[src/rtl/regfile_wb_arbiter.sv]
// regfile_wb_arbiter: clears x1..x31 after reset, then round-robin arbitrates two writeback requesters onto the register-file write port.
module regfile_wb_arbiter #(
  parameter bit CLEAR_ON_RESET = 1'b1
) (
  input  logic        clk,
  input  logic        rst,
  input  logic        req0_valid,
  input  logic [4:0]  req0_addr,
  input  logic [31:0] req0_data,
  output logic        req0_ready,
  input  logic        req1_valid,
  input  logic [4:0]  req1_addr,
  input  logic [31:0] req1_data,
  output logic        req1_ready,
  output logic        we,
  output logic [4:0]  wa,
  output logic [31:0] wd,
  output logic        init_done
);
  typedef enum logic {CLEAR, RUN} state_t;
  state_t      state;
  logic [4:0]  cnt;
  logic        ptr;
  logic        run;
  logic        grant0;
  logic        grant1;
  // rst gates the readies so they drop the instant reset asserts
  assign run        = rst && state == RUN;
  assign grant0     = run && req0_valid && (!req1_valid || !ptr);
  assign grant1     = run && req1_valid && (!req0_valid || ptr);
  assign req0_ready = grant0;
  assign req1_ready = grant1;
  always_ff @(posedge clk or negedge rst) begin
    if (!rst) begin
      if (CLEAR_ON_RESET) state <= CLEAR;
      else state <= RUN;
      cnt       <= 5'd1;
      ptr       <= 1'b0;
      we        <= 1'b0;
      wa        <= 5'd0;
      wd        <= 32'd0;
      init_done <= 1'b0;
    end else if (state == CLEAR) begin
      we  <= 1'b1;
      wa  <= cnt;
      wd  <= 32'd0;
      cnt <= cnt + 5'd1;
      if (cnt == 5'd31) begin
        state     <= RUN;
        init_done <= 1'b1;
      end
    end else begin
      init_done <= 1'b1;
      we        <= (grant0 && req0_addr != 5'd0) || (grant1 && req1_addr != 5'd0);
      if (grant0 || grant1) begin
        wa  <= grant0 ? req0_addr : req1_addr;
        wd  <= grant0 ? req0_data : req1_data;
        ptr <= grant0;
      end
    end
  end
endmodule

[config.mk]
export PLATFORM = sky130hd
export DESIGN_NAME = regfile_wb_arbiter
export DESIGN_NICKNAME = d
export VERILOG_FILES = /design/src/rtl/regfile_wb_arbiter.sv
export SDC_FILE = /design/constraint.sdc
export NUM_CORES = 1
export LEC_CHECK = 0
export ABC_AREA = 1
export CAP_MARGIN = 40
export CORE_UTILIZATION = 41
export CTS_BUF_LIST = sky130_fd_sc_hd__clkbuf_8 sky130_fd_sc_hd__clkbuf_16
export CTS_CLUSTER_DIAMETER = 200
export DETAILED_ROUTE_END_ITERATION = 8
export GPL_ROUTABILITY_DRIVEN = 0
export PLACE_DENSITY = 0.86
export SLEW_MARGIN = 20
export SYNTH_ARGS = -nofsm -noshare
export SYNTH_HDL_FRONTEND = slang
export SYNTH_SLANG_ARGS = --single-unit
[constraint.sdc]
create_clock -name clk -period 1.8 [get_ports clk]
set_clock_uncertainty 0.2 [all_clocks]
set_input_delay 0.36 -clock clk [delete_from_list [all_inputs] [get_ports clk]]
set_output_delay 0.36 -clock clk [all_outputs]
set_load 0.02 [all_outputs]
==> flow_metrics.py, run 1 <==
metrics = {
    "place": {
        "dp_hpwl_um": 4750,
        "dpl_worst_slack_ns": -0.5215,
        "dp_cells": 518,
        "post_dp_cell_area_sq_um": 3762,
        "port_buffers": 118,
    },
    "finish": {
        "instances_no_fill": 548,
        "syn2layout_area_growth_pct": 70.11,
        "layout.nets": 552,
        "design_area_sq_um": 4265,
        "nFillCells": 465,
        "n_antenna_cell": 0,
        "final_layout_size_suffix_gt1_share_pct": 16.07,
    },
    "timing": {
        "setup_viol": 1,
        "rsz0062_at_grt": "true",
        "setup_slack_ns": -0.01254,
        "hold_viol_final": 19,
        "period_needed_ns": 1.813,
        "fin_crit_sh_pct": 100.7,
        "final_max_slew_viol_count": 0,
        "fmax_mhz": 551.7,
        "hold_ws_ns": -0.009648,
        "slew-limit-headroom_pct": 60.88,
        "worst_pin_slew_ns": 0.5868,
    },
    "power_and_ir_drop": {
        "p_int_uw": 2245,
        "power_switching_uw": 1121,
        "p_leak_uw": 0.002186,
        "ir_drop_uv": 394.2,
        "p_comb_share_pct": 38.8,
        "power_frac_clock_pct": 21.7,
        "netSwitchingFraction_pct": 33.31,
        "power_uw": 3366,
        "seq_power_share_pct": 39.5,
        "powerDensity_nw_per_um2": 789.2,
    },
    "routing": {
        "routed_wl_um": 7864,
        "drt_iter0_markers": 104,
        "antenna_left": 0,
        "vias": 2623,
        "routedWlPerCell_um": 14.35,
        "via_per_inst": 4.786,
        "drc_errors": 0,
        "first_pass_iters": 4,
    },
    "yosys": {
        "ys_ff_latch": 46,
        "synth_cell_type_count": 25,
        "syn_area_sq_um": 2507,
        "synth_nets": 411,
        "syn_avg_cell_area_sq_um": 7.575,
        "synthCells": 331,
        "yosysWarnings": 0,
        "seq_area_frac_synth_pct": 45.96,
    },
    "clock_network": {
        "htree_levels": 2,
        "cts_num_sinks": 46,
        "cts_hold_buf": 0,
        "insertion_delay_ns": 0.28,
        "clk_pin_slew_ns": 0.08,
        "cts_made_buffers": 5,
        "clockBufferDepth": 2,
        "root_buffer": "clkbuf_8",
        "cts_tree": "done",
    },
    "setup_path": {
        "cp-end-kind": "flop",
        "critical_path_class": "reg2reg",
        "startpoint_type": "flop",
        "required_ns": 1.78,
        "worstPathMaxFanout": 6,
        "cp.arrival_ns": 1.79,
    },
    "floorplanning": {
        "io_pins": 119,
        "core-area_sq_um": 5921,
        "fp-row-count": 28,
        "initial_core_util_pct": 42.35,
        "die_x_um": 80.20,
        "die_h_um": 80.20,
        "die-area_sq_um": 6432,
    },
    "outcome": {
        "status": "finished with violations",
        "violations": "hold timing, setup timing",
    },
    "grt": {
        "antenna_found_initial": 0,
        "grt_pass1_wl_um": 11570,
        "grt_overflow": 0,
        "grt_max_degree": 47,
        "grt_pass1_vias": 2456,
        "track_usage_pct": 23.67,
    },
    "run": {
        "max-cap-violations": 0,
    },
    "min_path": {
        "hold_class": "in2async",
    },
}
-- cells in the mapped netlist --
library cell	count	area share [%]
or2_0	13	3.2
nand2_2	3	0.75
nor2_1	3	0.45
nand3b_1	3	0.90
clkinv_1	1	0.15
buf_1	1	0.15
xor2_1	1	0.35
or2_2	1	0.25
dfrtp_1	45	45
nand2_1	116	17
nand3_1	14	2.8
buf_6	6	2.7
buf_2	5	1.0
nor2_4	2	0.90
dfstp_2	1	1.0
buf_4	1	0.30
or2_1	19	4.7
o21ai_1	11	2.2
ha_1	2	1.0
and3_1	1	0.25
o21ai_0	24	4.8
clkbuf_1	3	0.45
nand4_1	7	1.7
xnor2_1	2	0.70
inv_1	46	6.9
-- logic make-up (layout without fill, tap and decap cells) --
logic type	after synthesis	count (layout)	synth area share [%]
buf+inv	63	205	11.63
flops	46	46	45.96
fa+ha+maj	2	2	0.9978
simple gates	182	182	33.38
xor+xnor	3	3	1.048
compound gates	35	35	6.986
-- power by group through the flow --
stage,logic (uW),registers (uW),clock network (uW)
2_1_floorplan,338,1560,0
3_5_place_dp,1230,1340,0
4_1_cts,1220,1310,744
5_1_grt,1410,1360,801
6_report,1310,1330,730
3_3_place_gp,1200,1330,0
-- flip-flops by register name, indices dropped and copies added (netlist names) --
| signal | cells |
|---|---|
| we | 1 |
| wa | 5 |
| state | 1 |
| wd | 32 |
| cnt | 5 |
| ptr | 1 |
| init_done | 1 |
-- metal layers --
metal | vias to the layer above | track usage, % | wire length, um
li1 | 1289 | - | -
met1 | 1228 | 28.36 | 3294
met2 | 98 | 42.56 | 3906
met3 | 8 | 5.000 | 551
met4 | 0 | 6.607 | 112
met5 | - | 0 | 0
-- critical path, cell delays in order, from the launching register on --
cell and delay, ns:
dfrtp_1 0.36, nand2_2 0.11, nor2_4 0.13, nand2_4 0.09, buf_12 0.15, buf_16 0.13, nand2_8 0.05, nor2_4 0.04
buf_12 0.14, clkbuf_16 0.16, nand2_1 0.07, nand2_1 0.06
-- layout by cell type, fill, tap and decap left out --
cell,netlist,final
dlymetal6s2s_1,0,1
xnor2_1,2,2
clkbuf_8,0,5
nand3_2,0,2
and3_1,1,1
dlygate4sd2_1,0,40
nor2_1,3,2
buf_4,1,19
nand2_1,116,95
nand2_2,3,21
or2_1,19,19
nand2_4,0,2
buf_6,6,3
nand3b_1,3,3
or2_0,13,13
nor2_4,2,3
inv_2,0,3
bufbuf_16,0,1
ha_1,2,2
buf_12,0,5
nand3_1,14,12
nand2_8,0,1
buf_2,5,1
clkinvlp_4,0,1
dfstp_2,1,1
nand4_1,7,7
bufinv_16,0,1
buf_16,0,3
inv_1,46,45
dfrtp_1,45,45
or2_2,1,1
o21ai_1,11,11
clkdlybuf4s50_1,0,74
clkbuf_16,0,3
xor2_1,1,1
o21ai_0,24,24
-- final timing paths --
check,startpoint,endpoint,slack [ns],depth (start not counted)
worst max-delay path,state,wd[17],-0.01,11
worst min-delay path,rst,wa[4],-0.01,2
worst max register to register,state,wd[17],-0.01,11
worst min register to register,wd[1],wd[1],0.27,2
max in group asynchronous,rst,cnt[3],1.01,2
min in group clk,wd[1],wd[1],0.27,2
-- repair_timing --
item,4_1_cts,5_1_grt
endpoints found under the setup margin,77,39
gates cloned,4,3
gates resized for setup,68,29
pin swaps,4,21
buffers inserted,10,7
hold endpoints to repair,0,0
-- stage by stage --
stage	utilization (%)	hold slack (ns)	TNS, ns
final	72.04	-0.009648	-0.01254
after global routing	72.04	0.03540	-0.4138
after CTS	68.87	0.006314	0
after detailed placement	63.55	0.2639	-17.89
after global placement	63.55	0.2553	-16.16
after floorplan	-	-0.1356	0
-- final cells by class --
cell class / count / area [sq um] / share of cell area, %
clock buffers: 5 / 68.82 / 1.613
clock inverters: 3 / 37.54 / 0.8800
inverters: 47 / 180.2 / 4.224
multi-input cells: 222 / 1157 / 27.13
flip-flops and latches: 46 / 1152 / 27.02
well taps: 75 / 93.84 / 2.200
repair buffers: 150 / 1575 / 36.93
(Power assumes the default switching activity.)
==> inputs of run 2 (changes only) <==
Settings changed: GPL_ROUTABILITY_DRIVEN 0 to 1, SKIP_CTS_REPAIR_TIMING set to 1.
==> run 2 against run 1 <==
  * The run ends with hold timing left
  * Routed wire length about the same
  * Setup slack improved by 0.026 ns
  * First-iteration DRC count rose by 8.7%
  * Critical endpoint is now req0_ready
  * Highest routed layer unchanged
==> flow_metrics.py, run 2 (synthesized netlist as in run 1, its figures left out) <==
metrics = {
    "timing": {
        "worst_pin_slew_ns": 0.5763,
        "fmax_mhz": 559.6,
        "period_needed_ns": 1.787,
        "slew-limit-headroom_pct": 61.58,
        "hold_viol_final": 21,
        "setup_viol": 0,
        "hold_ws_ns": -0.01422,
        "final_max_slew_viol_count": 0,
        "fin_crit_sh_pct": 99.27,
        "tns_ns": 0,
    },
    "clock_network": {
        "cts_made_buffers": 5,
        "root_buffer": "clkbuf_8",
        "cts_tree": "done",
        "htree_levels": 2,
        "cts_num_sinks": 46,
        "clockBufferDepth": 2,
        "clk_pin_slew_ns": 0.08,
        "insertion_delay_ns": 0.28,
    },
    "finish": {
        "regMostFlops": "wd",
        "n_antenna_cell": 0,
        "biggestRegsByFlops": "wd x32, cnt x5, wa x5",
        "syn2layout_area_growth_pct": 69.06,
        "layout.nets": 545,
        "instances_no_fill": 541,
        "fin_util_pct": 71.60,
        "final_cell_mix": "nand2_1, clkdlybuf4s50_1, inv_1",
        "largest_reg_flops": 32,
        "final_common_cell": "nand2_1",
        "final_layout_size_suffix_gt1_share_pct": 10.09,
    },
    "setup_path": {
        "critical_path_class": "reg2out",
        "slowest_delay_ns": 0.36,
        "worstPathMaxFanout": 4,
        "cp.arrival_ns": 1.23,
        "startpoint_type": "flop",
        "cp-end-kind": "output pin",
        "required_ns": 1.24,
        "ff2ff_setup_slack_ns": 0.05,
        "worst_path_max_delay_cell": "dfrtp_1",
        "crit_chain": "nand2_2 > nor2_4 > nand2_4 > inv_1 > buf_2",
    },
    "grt": {
        "grt_overflow": 0,
        "antenna_found_initial": 0,
        "grt_pass1_wl_um": 10150,
        "grt_max_degree": 58,
        "track_usage_pct": 20.33,
        "grt_pass1_vias": 2240,
    },
    "routing": {
        "vias": 2571,
        "first_pass_iters": 4,
        "drc_errors": 0,
        "routed_wl_um": 7861,
        "antenna_left": 0,
        "drt_iter0_markers": 113,
        "routedWlPerCell_um": 14.53,
        "via_per_inst": 4.752,
    },
    "outcome": {
        "status": "finished with violations",
        "violations": "hold timing",
    },
    "place": {
        "dp_hpwl_um": 4750,
        "gp_congestion": 0.7456,
        "port_buffers": 118,
        "dp_cells": 518,
    },
    "min_path": {
        "hold_class": "in2async",
    },
    "power_and_ir_drop": {
        "ir_drop_uv": 400.1,
        "p_leak_uw": 0.002438,
        "power_uw": 3356,
        "powerDensity_nw_per_um2": 791.6,
    },
    "floorplanning": {
        "core-area_sq_um": 5921,
        "die_x_um": 80.20,
        "initial_core_util_pct": 42.35,
        "die_h_um": 80.20,
        "die-area_sq_um": 6432,
        "fp-row-count": 28,
        "io_pins": 119,
    },
    "run": {
        "max-cap-violations": 0,
    },
}
-- run 2: changes by cell type in the layout (fill, tap and decap cells not counted), sizes merged --
cell          change
dlymetal6s2s     +40
clkbuf            +3
bufbuf            -1
dlygate4sd2      -40
buf               -9
-- run 2: worst max-delay path, delay by kind of cell (launching register included) --
kind / cells / cell delay (ns)
and+or+nand+nor: 3 / 0.34
DFF: 1 / 0.36
buffers and inverters: 2 / 0.24
-- run 2: per-layer routing --
metal  up-vias  wire length [um]  track usage (%)
li1       1276                 -                -
met1      1193              3389            23.66
met2        96              3877            36.75
met3         6               515            5.568
met4         0                79            5.000
met5         -                 0                0
-- run 2: final timing paths --
path                         from          to  cells past startpoint
max                         state  req0_ready                      5
min                           rst       wd[7]                      2
max reg2reg                 state      wd[25]                     10
min reg2reg                wd[29]      wd[29]                      2
max in group asynchronous     rst      wd[18]                      2
min in group clk           wd[29]      wd[29]                      2
-- run 2: metrics by stage --
step	worst slack, ns	cell area (sq um)
5_1_grt	-0.03620	4239
3_5_place_dp	-0.5215	3762
4_1_cts	-0.5303	3869
2_1_floorplan	0.1943	2507
3_3_place_gp	-0.4728	3762
6_report	0.01309	4239
-- run 2: power by group --
group          internal, uW  switching, uW
logic                   654            659
clock network           404            322
registers              1220           98.5
total                  2280           1080
-- run 2: cell type report --
cell class | count | area (sq um)
Timing Repair Buffer | 143 | 1625
Multi-Input combinational cell | 222 | 1081
Sequential cell | 46 | 1152
Clock buffer | 5 | 68.82
Clock inverter | 3 | 37.54
Fill cell | 450 | 1682
Inverter | 47 | 180.2
Tap cell | 75 | 93.84
